===== src/rtl/nibble_serial_adder_pkg.sv =====
// Shared definitions for the nibble-serial adder: FSM state encoding and nibble width.
package nibble_serial_adder_pkg;

  localparam int NIB_W = 4;

  typedef enum logic [1:0] {
    ST_IDLE = 2'd0,
    ST_RUN  = 2'd1,
    ST_DONE = 2'd2
  } state_e;

endpackage


===== src/rtl/nibble_serial_adder_adder.sv =====
// Combinational 4-bit add with carry in/out; the single adder shared by every step.
module nibble_adder
  import nibble_serial_adder_pkg::*;
(
  input  logic [NIB_W-1:0] i_a,
  input  logic [NIB_W-1:0] i_b,
  input  logic             i_ci,
  output logic [NIB_W-1:0] o_sum,
  output logic             o_co
);

  // Widen before adding so the carry is taken from a full-width result.
  assign {o_co, o_sum} = {1'b0, i_a} + {1'b0, i_b} + {{NIB_W{1'b0}}, i_ci};

endmodule


===== src/rtl/nibble_serial_adder.sv =====
// W-bit adder processing one nibble per clock, LSB first, with start/busy/done handshake.
module nibble_serial_adder
  import nibble_serial_adder_pkg::*;
#(
  parameter int NIBBLES = 4
) (
  input  logic                 clk,
  input  logic                 rst,
  input  logic                 start,
  input  logic [4*NIBBLES-1:0] a,
  input  logic [4*NIBBLES-1:0] b,
  input  logic                 c_in,
  output logic                 busy,
  output logic                 done,
  output logic [4*NIBBLES-1:0] sum,
  output logic                 c_out,
  output logic                 overflow
);

  localparam int W     = NIB_W * NIBBLES;
  localparam int IDX_W = (NIBBLES > 1) ? $clog2(NIBBLES) : 1;
  localparam logic [IDX_W-1:0] LAST_IDX = IDX_W'(NIBBLES - 1);

  state_e           r_state;
  logic [W-1:0]     r_a_sh;
  logic [W-1:0]     r_b_sh;
  logic [W-1:0]     r_res_sh;
  logic             r_carry;
  logic [IDX_W-1:0] r_idx;
  logic             r_a_msb;
  logic             r_b_msb;
  logic [W-1:0]     r_sum;
  logic             r_c_out;
  logic             r_ovf;
  logic             r_busy;
  logic             r_done;

  logic [NIB_W-1:0] w_nib;
  logic             w_cy;
  logic [W-1:0]     w_res_next;

  nibble_adder u_nibble_adder (
    .i_a   (r_a_sh[NIB_W-1:0]),
    .i_b   (r_b_sh[NIB_W-1:0]),
    .i_ci  (r_carry),
    .o_sum (w_nib),
    .o_co  (w_cy)
  );

  // New nibble enters at the top; after NIBBLES steps the LSB nibble has reached bit 0.
  assign w_res_next = (r_res_sh >> NIB_W) | (W'(w_nib) << (W - NIB_W));

  always_ff @(posedge clk) begin
    if (rst) begin
      r_state  <= ST_IDLE;
      r_a_sh   <= '0;
      r_b_sh   <= '0;
      r_res_sh <= '0;
      r_carry  <= 1'b0;
      r_idx    <= '0;
      r_a_msb  <= 1'b0;
      r_b_msb  <= 1'b0;
      r_sum    <= '0;
      r_c_out  <= 1'b0;
      r_ovf    <= 1'b0;
      r_busy   <= 1'b0;
      r_done   <= 1'b0;
    end else begin
      r_done <= 1'b0;
      case (r_state)
        ST_IDLE, ST_DONE: begin
          if (start) begin
            r_state  <= ST_RUN;
            r_a_sh   <= a;
            r_b_sh   <= b;
            r_a_msb  <= a[W-1];
            r_b_msb  <= b[W-1];
            r_carry  <= c_in;
            r_res_sh <= '0;
            r_idx    <= '0;
            r_busy   <= 1'b1;
          end else begin
            r_state <= ST_IDLE;
          end
        end
        ST_RUN: begin
          r_res_sh <= w_res_next;
          r_a_sh   <= r_a_sh >> NIB_W;
          r_b_sh   <= r_b_sh >> NIB_W;
          r_carry  <= w_cy;
          r_idx    <= r_idx + 1'b1;
          if (r_idx == LAST_IDX) begin
            r_state <= ST_DONE;
            r_sum   <= w_res_next;
            r_c_out <= w_cy;
            r_ovf   <= (r_a_msb == r_b_msb) && (w_res_next[W-1] != r_a_msb);
            r_busy  <= 1'b0;
            r_done  <= 1'b1;
          end
        end
        default: begin
          r_state <= ST_IDLE;
          r_busy  <= 1'b0;
        end
      endcase
    end
  end

  assign busy     = r_busy;
  assign done     = r_done;
  assign sum      = r_sum;
  assign c_out    = r_c_out;
  assign overflow = r_ovf;

endmodule


===== config.mk =====
export PLATFORM = sky130hd
export DESIGN_NAME = nibble_serial_adder
export DESIGN_NICKNAME = d
export VERILOG_FILES = /design/src/rtl/nibble_serial_adder_pkg.sv /design/src/rtl/nibble_serial_adder_adder.sv /design/src/rtl/nibble_serial_adder.sv
export SDC_FILE = /design/constraint.sdc
export NUM_CORES = 1
export LEC_CHECK = 0
export CAP_MARGIN = 20
export CORE_MARGIN = 2
export CORE_UTILIZATION = 50
export CTS_BUF_LIST = sky130_fd_sc_hd__clkbuf_4 sky130_fd_sc_hd__clkbuf_8
export CTS_CLUSTER_DIAMETER = 200
export CTS_CLUSTER_SIZE = 12
export DETAILED_ROUTE_END_ITERATION = 7
export GPL_TIMING_DRIVEN = 1
export PLACE_DENSITY = 0.9
export RECOVER_POWER = 50
export SYNTH_ARGS = -nofsm -noshare
export SYNTH_HDL_FRONTEND = slang
export SYNTH_SLANG_ARGS = --single-unit

===== constraint.sdc =====
create_clock -name clk -period 2.2 [get_ports clk]
set_input_delay 0.44 -clock clk [delete_from_list [all_inputs] [get_ports clk]]
set_output_delay 0.44 -clock clk [all_outputs]
set_load 0.005 [all_outputs]

==> metrics.md, run 1 <==
| Metric | Value |
|---|---|
| Status | completed |
| H-Tree Depth | 3 |
| Row count | 26 |
| Core Area | 5110 um2 |
| Worst slew margin | 58.1% |
| CTS tree | yes |
| Clock power frac | a little over two fifths |
| Post-synthesis sequential area ratio | 53.4% |
| Clock root cell | clkbuf_8 |
| Largest family of logic cells by synthesized area | simple AND/OR/NAND/NOR gates |
| Required @ worst endpoint | 2.42 ns |
| First-pass iteration count of the detailed router | 7 |
| Filler cell count | 383 |
| Clock latency on the worst-skew pair | about 0.34 ns |
| Seq cells post-synth | 71 |
| Area Growth Syn to Fin | 33.3% |
| Data arrival time of the worst path | 2.15 ns |
| Fin util | between 60% and 70% |
| Total CTS buffers | 9 |
| Hold WS | 0.450 ns |
| Routability cong. | between 0.8 and 0.9 |
| Post-layout worst setup margin | 0.262 ns |
| Largest net degree at the start of global routing | 39 |
| Top delay family on crit path | adder cells |
| Synth Area in Compound Gates | 18.5% |
| Top post-synthesis cells by area | dfxtp_1, nor2_1, o22ai_1 |
| Clk_skew | 0.00772 ns |
| Worst hold path class | reg -> reg |
| Adder-cell share of the synthesized area | under 10% |
| Total track usage | roughly 22% |
| Worst path max stage delay | 0.47 ns |
| Setup TNS | 0 ns |
| Sw power | 0.739 mW |
| Final WL | around 6200 um |
| Count of different cell masters after synthesis | 30 |
| Synth Area per Inst | 8.64 um2 |
| Final worst path period share | 88.1% |
| Initial antenna violation count | 0 |
| Max-slew violation count | 0 |
| Setup bufs post-CTS | 0 |
| Final setup violation count | 0 |
| Number of flops mapped to enable cells by yosys | 0 |
| Critical path, cell by cell | fa_1 > fa_1 > a21o_2 > a21oi_1 > nand2b_1 > a21oi_1 |
| Post-synth top cells | dfxtp_1, nor2_1, nand2_1 |
| Die height | 77.0 um |
| Synthesis warning total | 0 |
| RSZ-0062 raised after global routing | false |
| Max VDD drop | 0.000570 V |
| Slew @ Worst Pin | 0.628 ns |
| Post-synthesis mux area share | 0% |
| Comb pwr share | 12.1% |
| Sw Share | 23.5% |
| Chip width | 77.0 um |
| Synthesized area | 2660 um2 |
| Ant diodes | 0 |
| Avg WL per Cell | 14.2 um |
| DIE AREA | slightly below 6000 um2 |
| Vias in the first global route | roughly 2300 |
| Final Power | 3.14 mW |
| WS Path Type | reg -> reg |
| Largest area contributor in the netlist | dfxtp_1 |
| Post-synth top flop | dfxtp_1 |
| Internal power | 2.40 mW |
| Post-synth top area share | 53.4% |
| CP Capture Type | register |
| Clk slew on worst S/H paths | 0.08 ns |
| DRT iter0 DRCs | 241 |
| Syn Nets | 350 |
| Resized cells post-CTS | 0 |
| IO Pins | 56 |
| CP max stage cell | fa_1 |
| Pre-CTS setup slack | ~0.28 ns |
| Fin nets | a little over 400 |
| Total gr overflow | 0 |
| Post-Synth Simple-Gate Area | 20.7% |
| Max_cap viols | 0 |
| Worst Hold Depth | 2 |
| Final ANT Viol Nets | 0 |
| Levels on crit path | 6 |
| CTS sink count | approximately 70 |
| Vias/cell | 5.47 |
| First-pass GRT wire length | about 11000 um |
| Leakage | 1.34 nW |
| Worst-case reg-to-reg path depth | 6 |
| Xor/xnor share of the synthesized area | less than 1% |
| PD cells | 885 nW/um2 |
| CP Launch Type | register |
| F_max | 516 MHz |
| Via count | 2398 |
| Final critical-path required period | 1.94 ns |
| Bufs on Longest Clock Path | 2 |
| WP buf/inv | 0 |
| Sequential share of power | 44.7% |
| Count leader, synth | dfxtp_1 |
| Layout cells sized above 1 | 8.70% |
| Crit-path max FO | 3 |
| Cell count after synthesis | 308 |
| Hold Fails Final Rpt | 0 |
| Post-synth ARST share | 0% |
| Final HPWL DP | 4190 um |
| IO Port Bufs | 55 |
| DRC errors left | 0 |
| Starting density of the core | between 50% and 60% |
| Hold-fix buffers, CTS | 0 |
[flip-flops by register name (all words and copies together), names as in the netlist, 2 cells and up]
register  flops
r_b_sh       16
r_state       2
sum          16
r_a_sh       16
r_res_sh     12
r_idx         2
[tightest hold or removal path, cell delays in order (launching register included)]
cell     delay, ns
dfxtp_1       0.31
nand2_1       0.05
a21oi_1       0.05
[final timing paths]
kind | slack [ns] | from | end
worst max-delay path | 0.26 | r_a_sh[0] | r_carry
worst min-delay path | 0.45 | r_res_sh[7] | sum[3]
worst max register to register | 0.26 | r_a_sh[0] | r_carry
worst min register to register | 0.45 | r_res_sh[7] | sum[3]
[power groups by stage]
stage	registers, mW	logic [mW]	clock network [mW]
2_1_floorplan	1.42	0.240	0
4_1_cts	1.40	0.379	1.38
3_5_place_dp	1.43	0.374	0
3_3_place_gp	1.43	0.362	0
5_1_grt	1.41	0.414	1.42
6_report	1.40	0.379	1.36
[final cells by class]
class	instances	area (um2)	share of cell area [%]
Timing Repair Buffer	67	626	17.6
Clock inverter	7	145	4.09
Inverter	1	3.75	0.106
Tap cell	70	87.6	2.47
Sequential cell	71	1420	40.1
Multi-Input combinational cell	213	1140	32.2
Clock buffer	9	124	3.49
[layer usage]
| layer | GRT usage [%] | vias to the layer above | part of all wire [%] |
|---|---|---|---|
| li1 | - | 1187 | - |
| met1 | 28.6 | 1115 | 43 |
| met2 | 36.3 | 80 | 48 |
| met3 | 4.94 | 16 | 6.1 |
| met4 | 10.4 | 0 | 2.4 |
| met5 | 0 | - | 0 |
[cell usage in the layout (no fill, tap or decap), drive strengths merged, types with 2 or more instances in the layout]
cell / count
a21oi: 26
o22ai: 24
a211oi: 2
fa: 2
nand2: 36
ha: 4
nor3: 25
clkbuf: 12
nor2: 55
a22oi: 18
dfxtp: 71
clkdlybuf4s50: 53
clkinv: 2
bufinv: 4
nand3: 4
buf: 10
o21ai: 2
a21o: 2
nand2b: 3
[through the flow]
step,cells,cell area [um2]
after floorplan,308,2660
after CTS,438,3560
after global placement,422,3290
after detailed placement,422,3290
final,438,3550
after global routing,438,3550
[cell families (layout without fill, tap and decap cells)]
kind of cell,Yosys count,count (layout)
AOI/OAI and AO/OA,77,77
DFF,71,71
xor gates and xnor gates,1,1
buffers and inverters,24,84
adders and majority gates,6,6
and+or+nand+nor,129,129
Power figures use the tool's default switching activity.
==> inputs of run 2 (changes only) <==
--- a/config.mk
+++ b/config.mk
@@ -9,7 +9,7 @@
 export CORE_MARGIN = 2
 export CORE_UTILIZATION = 50
 export CTS_BUF_LIST = sky130_fd_sc_hd__clkbuf_4 sky130_fd_sc_hd__clkbuf_8
-export CTS_CLUSTER_DIAMETER = 200
+export CTS_CLUSTER_DIAMETER = 60
 export CTS_CLUSTER_SIZE = 12
 export DETAILED_ROUTE_END_ITERATION = 7
 export GPL_TIMING_DRIVEN = 1
==> results of run 2 <==
Final layout, timing and power as in run 1 (identical DEF).
